===== config.mk =====
export PLATFORM = sky130hd
export DESIGN_NAME = booth_mul_sched_flat
export DESIGN_NICKNAME = d
export VERILOG_FILES = /design/src/rtl/booth_mul_sched_if.sv /design/src/rtl/booth_mul_sched.sv /design/src/flat_wrapper.sv
export SDC_FILE = /design/constraint.sdc
export NUM_CORES = 1
export LEC_CHECK = 0
export BUFFER_PORTS_ARGS = -buffer_cell sky130_fd_sc_hd__buf_2
export CAP_MARGIN = 30
export CORE_UTILIZATION = 44
export CTS_CLUSTER_SIZE = 25
export DETAILED_ROUTE_END_ITERATION = 12
export GPL_ROUTABILITY_DRIVEN = 0
export PLACE_DENSITY_LB_ADDON = 0.2
export SYNTH_ARGS = -nofsm -noshare
export SYNTH_HDL_FRONTEND = slang
export SYNTH_SLANG_ARGS = --single-unit

===== constraint.sdc =====
create_clock -name clk -period 1.65 [get_ports clk]
set_input_delay 0.165 -clock clk [delete_from_list [all_inputs] [get_ports clk]]
set_output_delay 0.165 -clock clk [all_outputs]
set_load 0.005 [all_outputs]

===== src/rtl/booth_mul_sched_if.sv =====
// Bundle of requester, response and BoothMul-side signals for booth_mul_sched.
// The slave modport is the scheduler's view; master is the surrounding logic.
interface booth_mul_sched_if #(
    parameter int NREQ = 4
);
    logic [NREQ-1:0]   req_valid;
    logic [NREQ-1:0]   req_ready;
    logic [4*NREQ-1:0] req_a;
    logic [4*NREQ-1:0] req_b;
    logic              resp_valid;
    logic              resp_ready;
    logic [2:0]        resp_id;
    logic [7:0]        resp_data;
    logic              resp_err;
    logic              busy;
    logic              mul_start;
    logic [3:0]        mul_x;
    logic [3:0]        mul_y;
    logic              mul_valid;
    logic [7:0]        mul_z;

    modport master (
        output req_valid, req_a, req_b, resp_ready, mul_valid, mul_z,
        input  req_ready, resp_valid, resp_id, resp_data, resp_err, busy,
               mul_start, mul_x, mul_y
    );

    modport slave (
        input  req_valid, req_a, req_b, resp_ready, mul_valid, mul_z,
        output req_ready, resp_valid, resp_id, resp_data, resp_err, busy,
               mul_start, mul_x, mul_y
    );
endinterface


===== src/rtl/booth_mul_sched.sv =====
// Round-robin scheduler sharing one 4x4 signed Booth multiplier among NREQ
// requesters, with a watchdog that aborts a transaction the multiplier never answers.
module booth_mul_sched #(
    parameter int NREQ    = 4,
    parameter int TIMEOUT = 15
) (
    input  logic clk,
    input  logic rst,
    booth_mul_sched_if.slave bus
);
    localparam int WD_W = $clog2(TIMEOUT);

    typedef enum logic [1:0] {
        S_IDLE  = 2'd0,
        S_ISSUE = 2'd1,
        S_WAIT  = 2'd2,
        S_RESP  = 2'd3
    } state_t;

    state_t            r_state, w_state;
    logic [2:0]        r_last, w_last;
    logic [2:0]        r_id, w_id;
    logic [WD_W-1:0]   r_wdog, w_wdog;
    logic [NREQ-1:0]   r_req_ready, w_req_ready;
    logic              r_mul_start, w_mul_start;
    logic [3:0]        r_mul_x, w_mul_x;
    logic [3:0]        r_mul_y, w_mul_y;
    logic              r_resp_valid, w_resp_valid;
    logic [7:0]        r_resp_data, w_resp_data;
    logic              r_resp_err, w_resp_err;
    logic              r_busy, w_busy;

    logic [2:0]        w_winner;
    logic              w_found;
    logic [2:0]        w_hi, w_lo;
    logic              w_hi_found;
    logic [3:0]        w_sel_a, w_sel_b;

    // Rotating priority: the lowest requester above last_grant wins, otherwise
    // the search wraps to the lowest requester overall.
    always_comb begin
        // NOTE: every combinational output gets a default first so no path
        // leaves it unassigned and no latch is inferred.
        w_hi       = '0;
        w_lo       = '0;
        w_hi_found = 1'b0;
        w_found    = 1'b0;
        for (int i = NREQ - 1; i >= 0; i--) begin
            if (bus.req_valid[i]) begin
                w_lo    = 3'(i);
                w_found = 1'b1;
                if (i > int'(r_last)) begin
                    w_hi       = 3'(i);
                    w_hi_found = 1'b1;
                end
            end
        end
        w_winner = w_hi_found ? w_hi : w_lo;
    end

    always_comb begin
        w_sel_a = '0;
        w_sel_b = '0;
        for (int i = 0; i < NREQ; i++) begin
            if (3'(i) == w_winner) begin
                w_sel_a = bus.req_a[4*i +: 4];
                w_sel_b = bus.req_b[4*i +: 4];
            end
        end
    end

    always_comb begin
        w_state      = r_state;
        w_last       = r_last;
        w_id         = r_id;
        w_wdog       = r_wdog;
        w_req_ready  = '0;
        w_mul_start  = 1'b0;
        w_mul_x      = r_mul_x;
        w_mul_y      = r_mul_y;
        w_resp_valid = r_resp_valid;
        w_resp_data  = r_resp_data;
        w_resp_err   = r_resp_err;

        unique case (r_state)
            S_IDLE: begin
                if (w_found) begin
                    for (int i = 0; i < NREQ; i++) begin
                        w_req_ready[i] = (3'(i) == w_winner);
                    end
                    w_mul_start = 1'b1;
                    w_mul_x     = w_sel_a;
                    w_mul_y     = w_sel_b;
                    w_id        = w_winner;
                    w_state     = S_ISSUE;
                end
            end
            S_ISSUE: begin
                w_wdog  = '0;
                w_state = S_WAIT;
            end
            S_WAIT: begin
                // A product arriving on the last watchdog cycle still counts.
                if (bus.mul_valid) begin
                    w_resp_data  = bus.mul_z;
                    w_resp_err   = 1'b0;
                    w_resp_valid = 1'b1;
                    w_state      = S_RESP;
                end else if (r_wdog == WD_W'(TIMEOUT - 1)) begin
                    w_resp_data  = '0;
                    w_resp_err   = 1'b1;
                    w_resp_valid = 1'b1;
                    w_state      = S_RESP;
                end else begin
                    w_wdog = r_wdog + WD_W'(1);
                end
            end
            S_RESP: begin
                if (bus.resp_ready) begin
                    w_resp_valid = 1'b0;
                    w_last       = r_id;
                    w_state      = S_IDLE;
                end
            end
            default: w_state = S_IDLE;
        endcase

        w_busy = (w_state != S_IDLE);
    end

    // NOTE: state uses non-blocking assignments so every register samples
    // the pre-edge values; the async reset clears all of them, outputs included.
    always_ff @(posedge clk or negedge rst) begin
        if (!rst) begin
            r_state      <= S_IDLE;
            r_last       <= 3'(NREQ - 1);
            r_id         <= '0;
            r_wdog       <= '0;
            r_req_ready  <= '0;
            r_mul_start  <= 1'b0;
            r_mul_x      <= '0;
            r_mul_y      <= '0;
            r_resp_valid <= 1'b0;
            r_resp_data  <= '0;
            r_resp_err   <= 1'b0;
            r_busy       <= 1'b0;
        end else begin
            r_state      <= w_state;
            r_last       <= w_last;
            r_id         <= w_id;
            r_wdog       <= w_wdog;
            r_req_ready  <= w_req_ready;
            r_mul_start  <= w_mul_start;
            r_mul_x      <= w_mul_x;
            r_mul_y      <= w_mul_y;
            r_resp_valid <= w_resp_valid;
            r_resp_data  <= w_resp_data;
            r_resp_err   <= w_resp_err;
            r_busy       <= w_busy;
        end
    end

    assign bus.req_ready  = r_req_ready;
    assign bus.mul_start  = r_mul_start;
    assign bus.mul_x      = r_mul_x;
    assign bus.mul_y      = r_mul_y;
    assign bus.resp_valid = r_resp_valid;
    assign bus.resp_id    = r_id;
    assign bus.resp_data  = r_resp_data;
    assign bus.resp_err   = r_resp_err;
    assign bus.busy       = r_busy;
endmodule


===== src/flat_wrapper.sv =====
// flat-port wrapper written by rule: the top's interface ports become plain ports
module booth_mul_sched_flat 
#(
    parameter int NREQ    = 4,
    parameter int TIMEOUT = 15
)
  (clk, rst, bus_req_valid, bus_req_a, bus_req_b, bus_resp_ready, bus_mul_valid, bus_mul_z, bus_req_ready, bus_resp_valid, bus_resp_id, bus_resp_data, bus_resp_err, bus_busy, bus_mul_start, bus_mul_x, bus_mul_y);
  booth_mul_sched_if #(.NREQ(NREQ)) bus_i ();
  input  logic clk;
  input  logic rst;
  input wire logic [$bits(bus_i.req_valid)-1:0] bus_req_valid;
  input wire logic [$bits(bus_i.req_a)-1:0] bus_req_a;
  input wire logic [$bits(bus_i.req_b)-1:0] bus_req_b;
  input wire logic [$bits(bus_i.resp_ready)-1:0] bus_resp_ready;
  input wire logic [$bits(bus_i.mul_valid)-1:0] bus_mul_valid;
  input wire logic [$bits(bus_i.mul_z)-1:0] bus_mul_z;
  output wire logic [$bits(bus_i.req_ready)-1:0] bus_req_ready;
  output wire logic [$bits(bus_i.resp_valid)-1:0] bus_resp_valid;
  output wire logic [$bits(bus_i.resp_id)-1:0] bus_resp_id;
  output wire logic [$bits(bus_i.resp_data)-1:0] bus_resp_data;
  output wire logic [$bits(bus_i.resp_err)-1:0] bus_resp_err;
  output wire logic [$bits(bus_i.busy)-1:0] bus_busy;
  output wire logic [$bits(bus_i.mul_start)-1:0] bus_mul_start;
  output wire logic [$bits(bus_i.mul_x)-1:0] bus_mul_x;
  output wire logic [$bits(bus_i.mul_y)-1:0] bus_mul_y;
  assign bus_i.req_valid = bus_req_valid;
  assign bus_i.req_a = bus_req_a;
  assign bus_i.req_b = bus_req_b;
  assign bus_i.resp_ready = bus_resp_ready;
  assign bus_i.mul_valid = bus_mul_valid;
  assign bus_i.mul_z = bus_mul_z;
  assign bus_req_ready = bus_i.req_ready;
  assign bus_resp_valid = bus_i.resp_valid;
  assign bus_resp_id = bus_i.resp_id;
  assign bus_resp_data = bus_i.resp_data;
  assign bus_resp_err = bus_i.resp_err;
  assign bus_busy = bus_i.busy;
  assign bus_mul_start = bus_i.mul_start;
  assign bus_mul_x = bus_i.mul_x;
  assign bus_mul_y = bus_i.mul_y;
  booth_mul_sched #(.NREQ(NREQ), .TIMEOUT(TIMEOUT)) u_core (.clk(clk), .rst(rst), .bus(bus_i));
endmodule

# After elaboration in Yosys (flattened, before gate mapping)
# Cells that the tools add are included.
[word_totals]
wordCells = 86
reg_bits = 36
inputBits = 48
[op_classes]
eq_ne = 11
magnitude_cmp = 3
addsub = 1
muxes = 48
reduce_logical = 11
[ops]
columns = ["operator", "count"]
rows = [
  ["2-to-1 mux 4 bit", 12],
  ["2-to-1 mux 2 bit", 9],
  ["2-to-1 mux 3 bit", 6],
  ["2-to-1 mux 1 bit", 16],
  ["2-to-1 mux 8 bit", 2],
  ["one-hot mux 2 bit (4 select lines)", 1],
  ["one-hot mux 4 bit (2 select lines)", 1],
  ["nonzero test 2 bit", 4],
  ["== test 2 x 3 -> 1 bit, first input constant", 2],
  ["greater-than comparator 2 x 3 -> 1 bit, first input constant", 2],
  ["!= test 2 bit, second input constant", 3],
  ["AND reduction 2 bit", 3],
  ["AND reduction 3 bit", 2],
  ["adder 4 x 1 -> 4 bit, second input constant", 1],
  ["== test 2 bit, second input constant", 2],
  ["== test 4 bit, second input constant", 1],
  ["== test 1 x 3 -> 1 bit, first input constant", 1],
  ["greater-than comparator 1 x 3 -> 1 bit, first input constant", 1],
  ["logical NOT 3 bit", 1],
  ["!= test 3 x 2 -> 1 bit, second input constant", 1],
  ["== test 2 x 1 -> 1 bit, second input constant", 1],
  ["logical NOT 2 bit", 1],
  ["one-hot mux 1 bit (2 select lines)", 1],
]

# Depth between registers and ports, before layout
[depth]
ltp_word = 13
mapped_depth = 7

# Worst setup path after synthesis
# No wires, ideal clock.
[synth_path]
path_kind = "register -> register"
from = "reg u_core.r_last[1]"
to = "reg u_core.r_mul_x[1], in the netlist u_core.bus.mul_x[1]"
period_less_slack_ns = 1.701
slack_ns = -0.051
stages_incl_launch_ff = 8
arrival_time_ns = 1.569
required_time_ns = 1.518
n_path_buf = 2
cell_sequence = "dfstp_2 buf_6 mux2i_1 o22ai_1 a21oi_4 buf_6 mux2i_1 o211ai_1"
[synth_between]
elab_chain_len = 13
word_cells_on_any_way = 24
[synth_lines]
columns = ["element", "line_no", "rtl"]
rows = [
  ["start, declared", "booth_mul_sched.sv:21", "logic [2:0] r_last, w_last;"],
  ["start signal, assigned", "booth_mul_sched.sv:136", "r_last <= 3'(NREQ - 1);"],
  ["start signal, assigned", "booth_mul_sched.sv:149", "r_last <= w_last;"],
  ["greater-than comparator 2 x 3 -> 1 bit", "booth_mul_sched.sv:52", "if (i > int'(r_last)) begin"],
  ["2-to-1 mux 2 bit / 2-to-1 mux 1 bit (equally long branches)", "booth_mul_sched.sv:52", ""],
  ["2-to-1 mux 3 bit / 2-to-1 mux 1 bit (equally long branches)", "booth_mul_sched.sv:49", "if (bus.req_valid[i]) begin"],
  ["2-to-1 mux 3 bit / 2-to-1 mux 1 bit (equally long branches)", "booth_mul_sched.sv:52", ""],
  ["2-to-1 mux 3 bit / 2-to-1 mux 1 bit (equally long branches)", "booth_mul_sched.sv:49", ""],
  ["2-to-1 mux 3 bit / 2-to-1 mux 1 bit (equally long branches)", "booth_mul_sched.sv:52", ""],
  ["2-to-1 mux 3 bit / 2-to-1 mux 1 bit (equally long branches)", "booth_mul_sched.sv:49", ""],
  ["2-to-1 mux 3 bit *", "booth_mul_sched.sv:58", "w_winner = w_hi_found ? w_hi : w_lo;"],
  ["logical NOT 3 bit", "booth_mul_sched.sv:65", "if (3'(i) == w_winner) begin"],
  ["2-to-1 mux 4 bit (3 in series)", "booth_mul_sched.sv:65", ""],
  ["2-to-1 mux 4 bit *", "booth_mul_sched.sv:65", ""],
  ["end signal, assigned", "booth_mul_sched.sv:154", "r_mul_x <= w_mul_x;"],
  ["end, declared", "booth_mul_sched.sv:26", "logic [3:0] r_mul_x, w_mul_x;"],
]
# Every way passes the cells marked *; elsewhere a longest branch is shown, timed or not.
# A chain may end at the register's enable or synchronous reset.

# Final worst setup path
[layout_path]
from = "reg u_core.r_last[1]"
to = "reg u_core.r_mul_x[0], in the netlist u_core.bus.mul_x[0]"
# Same word-level chain as after synthesis.

==> summary.md <==
| Metric | Value |
|---|---|
| Hold path startpoint | bus_mul_z[6] |
| First-pass GRT wire length | 7.376 mm |
| Class of the worst hold path | input port to register |
| RSZ-0062 raised after global routing | yes |
| Starting Density | 47.06% |
| Max Cap Viol | 0 |
| Num rows | 23 |
| Sw Ratio | 36.01% |
| Layout cell share with drive strength beyond 1 | 43.36% |
| Worst path required time | 1860 ps |
| CP Launch Type | register |
| RR Endpoint | u_core.bus.mul_x[0] |
| Period utilization | 105.1% |
| Clock power share | 17.3% |
| Post-layout min period | 1735 ps |
| CTS Buf Count | 5 |
| Syn nets | 246 |
| Sw power | 0.001491 W |
| R2R cell count | 6 |
| Core Region | 4086 um^2 |
| Post-synth EDFFs | 0 |
| Pwr Density | 1592 nW/um^2 |
| Worst hold stages | 2 |
| Fillers | 334 |
| Worst-path fanout max | 4 |
| Syn_area_per_cell | 9.812 um^2 |
| TritonCTS clock tree | yes |
| Vias in the first global route | 1669 |
| H-tree level count | 2 |
| Setup ws final | -84.63 ps |
| Final setup vio count | 8 |
| Post-synth ARST share | 100.0% |
| Final Max Tran Viols | 0 |
| Port bufs | 73 |
| Combinational Power Share | 48.2% |
| Max Used Layer | met4 |
| Leakage power | 1.307 nW |
| Status | finished, violations left |
| Routed wire length | 4.432 mm |
| GRT overflow | 0 |
| WL met1 | 1.950 mm |
| Worst r2r src | u_core.r_last[1] |
| Crit path capture type | register |
| Flop2flop setup slack | -80 ps |
| Area of the multi-input gates | 979.7 um^2 |
| Design Power | 0.004141 W |
| Initial antenna violation count | 0 |
| HPWL Detailed | 3.235 mm |
| Clk buf depth | 2 |
| Post-Syn Area | 1923 um^2 |
| Cell variety after synth | 43 |
| CP Class | register to register |
| Register area | 853.3 um^2 |
| DR WL/cell | 13.19 um |
| Hold WS | 100.2 ps |
| Vias after detailed routing | 1780 |
| Clock slew at reported path FFs | 70 ps |
| Synthesized flop and latch total | 34 |
| Final #Nets | 335 |
| Vias per cell | 5.298 |
| Post-synth top flop | dfrtp_1 |
| Routed wl met2 | 2.191 mm |
| Arrival time worst endpoint | 1940 ps |
| Die X | 68.11 um |
| ANT nets after route | 0 |
| Initial DRC count | 124 |
| Fin Clk Skew | 3.113 ps |
| GRT Overall Usage | 21.24% |
| Critical Path Max Stage Delay | 570 ps |
| # DRC | 0 |
| CP cell instances | mux2i_1 > o22ai_2 > a21oi_4 > buf_4 > mux2_4 > a31oi_1 |
| Largest net degree at the start of global routing | 35 |
| Achievable clock frequency | 0.5765 GHz |
| Die area | 4639 um^2 |
| CTS root buffer | clkbuf_8 |
| Final hold vios | 0 |
| DR pass1 iterations | 4 |
| CTS sink cnt | 34 |
| Crit-path slowest cell | dfstp_2 |
| Max VDD drop | 0.7258 mV |
| Yosys Warn Count | 0 |
| Io pins | 75 |
| Internal | 0.002650 W |
| Die Y | 68.11 um |
| Share of power burned in registers | 34.5% |
| Hold-critical path endpoint | u_core.bus.resp_data[6] |
| Failing checks | setup timing |
| Antenna diode count | 0 |
| Cells after synthesis | 196 |
| Sequential fraction of the synthesis area | 44.37% |
| Metal3 WL | 222 um |
| Area growth syn-to-layout | 35.26% |
| Worst skew pair latency | 280 ps |
==> layout make-up <==
type | count | area share (%)
clock buffers | 8 | 4.233
inverters | 8 | 1.154
multi-input cells | 141 | 37.66
flip-flops and latches | 34 | 32.80
well taps | 50 | 2.405
repair buffers | 95 | 21.74
==> per-stage QoR <==
stage	setup TNS, ps	util (%)	instance area [um^2]	worst slack [ps]	std cells
floorplan	-386.1	-	1929	-50.12	196
global placement	-41.88	58.94	2409	-18.40	323
detailed placement	-315.7	58.94	2409	-53.35	323
CTS	-405.9	61.88	2529	-66.36	332
global route	-1133	63.66	2601	-167.7	336
finish	-349.1	63.66	2601	-84.63	336
==> worst max path at each step <==
stage	endpoint	from	depth (start not counted)
5_1_grt	u_core.bus.mul_x[0]	u_core.r_last[1]	6
3_5_place_dp	u_core.bus.mul_x[3]	u_core.r_last[1]	6
4_1_cts	u_core.bus.mul_x[3]	u_core.r_last[1]	6
3_3_place_gp	u_core.bus.mul_y[3]	u_core.r_last[1]	6
6_report	u_core.bus.mul_x[0]	u_core.r_last[1]	6
2_1_floorplan	u_core.bus.mul_x[1]	u_core.r_last[1]	7
==> cells by family (layout without fill, tap and decap cells) <==
logic type / Yosys count / after routing / synth area share (%)
flip-flops: 34 / 34 / 44.37
other: 1 / 1 / 0.1950
AND/OR/NAND/NOR: 62 / 62 / 15.68
multiplexers: 20 / 20 / 10.73
adder cells (fa/ha/maj): 2 / 2 / 1.301
AO/OA/AOI/OAI: 56 / 56 / 20.88
buffers and inverters: 21 / 111 / 6.831
==> state kept, by name, indices dropped and copies added, names as in the netlist <==
| signal | cells |
|---|---|
| u_core.bus.resp_err | 1 |
| u_core.bus.req_ready | 4 |
| u_core.bus.mul_x | 4 |
| u_core.bus.resp_valid | 1 |
| u_core.bus.mul_y | 4 |
| u_core.r_state | 2 |
| u_core.bus.busy | 1 |
| u_core.bus.resp_id | 2 |
| u_core.r_last | 2 |
| u_core.bus.resp_data | 8 |
| u_core.bus.mul_start | 1 |
| u_core.r_wdog | 4 |
==> synthesized netlist by cell type (2+ instances only) <==
cell | number | area, um^2
mux2_2 | 5 | 56.30
buf_4 | 3 | 22.52
buf_6 | 5 | 56.30
a32oi_1 | 3 | 26.28
nand2_2 | 2 | 12.51
a22o_1 | 8 | 70.07
nor2_1 | 11 | 41.29
mux2i_1 | 15 | 150.1
a31oi_1 | 4 | 25.02
nand3_1 | 17 | 85.08
nor2b_1 | 2 | 12.51
dfstp_2 | 2 | 52.55
a21oi_1 | 15 | 75.07
nand2_1 | 20 | 75.07
o211ai_1 | 7 | 52.55
o22ai_1 | 2 | 12.51
o21ai_0 | 7 | 35.03
o21a_1 | 2 | 15.01
buf_2 | 3 | 15.01
dfrtp_1 | 32 | 800.8
ha_1 | 2 | 25.02
inv_1 | 7 | 26.28
nand2b_1 | 2 | 12.51
==> metal layers <==
layer	track usage [%]	vias to the layer above
met2	34.93	58
met4	9.635	0
met5	0	-
met3	3.333	7
li1	-	882
met1	27.25	833
==> repair_timing <==
item	4_1_cts	5_1_grt
resized for setup	0	9
pin swaps	0	4
buffers inserted	0	4
endpoints found under the hold margin	32	0
setup endpoints to repair	8	9
hold buffers	1	0
==> power by group through the flow <==
stage / Sequential, W / Clock, W / Combinational [W]
finish: 0.00143 / 0.000715 / 0.00200
global route: 0.00148 / 0.000766 / 0.00223
CTS: 0.00143 / 0.000731 / 0.00190
detailed placement: 0.00144 / 0 / 0.00189
global placement: 0.00143 / 0 / 0.00186
floorplan: 0.00146 / 0 / 0.00116
==> placed cells by master, fill, tap and decap left out, types with 2 or more instances in the layout <==
master     n
a21oi_1   15
a22o_1     8
a31oi_1    4
a32oi_1    3
buf_12     2
buf_2     73
buf_4     17
buf_6      2
clkbuf_8   8
dfrtp_1   32
dfstp_2    2
ha_1       2
inv_1      6
inv_2      2
mux2_2     4
mux2i_1   15
nand2_1   20
nand2_2    2
nand3_1   16
nor2_1    11
nor2b_1    2
o211ai_1   7
o21a_1     2
o21ai_0    7
==> worst max-delay path: cells and delay by family, from the launching register on <==
family | cells | cell delay, ps
flops | 1 | 570
compound gates | 3 | 430
buf+inv | 1 | 160
mux | 2 | 500
(Power assumes the default switching activity.)
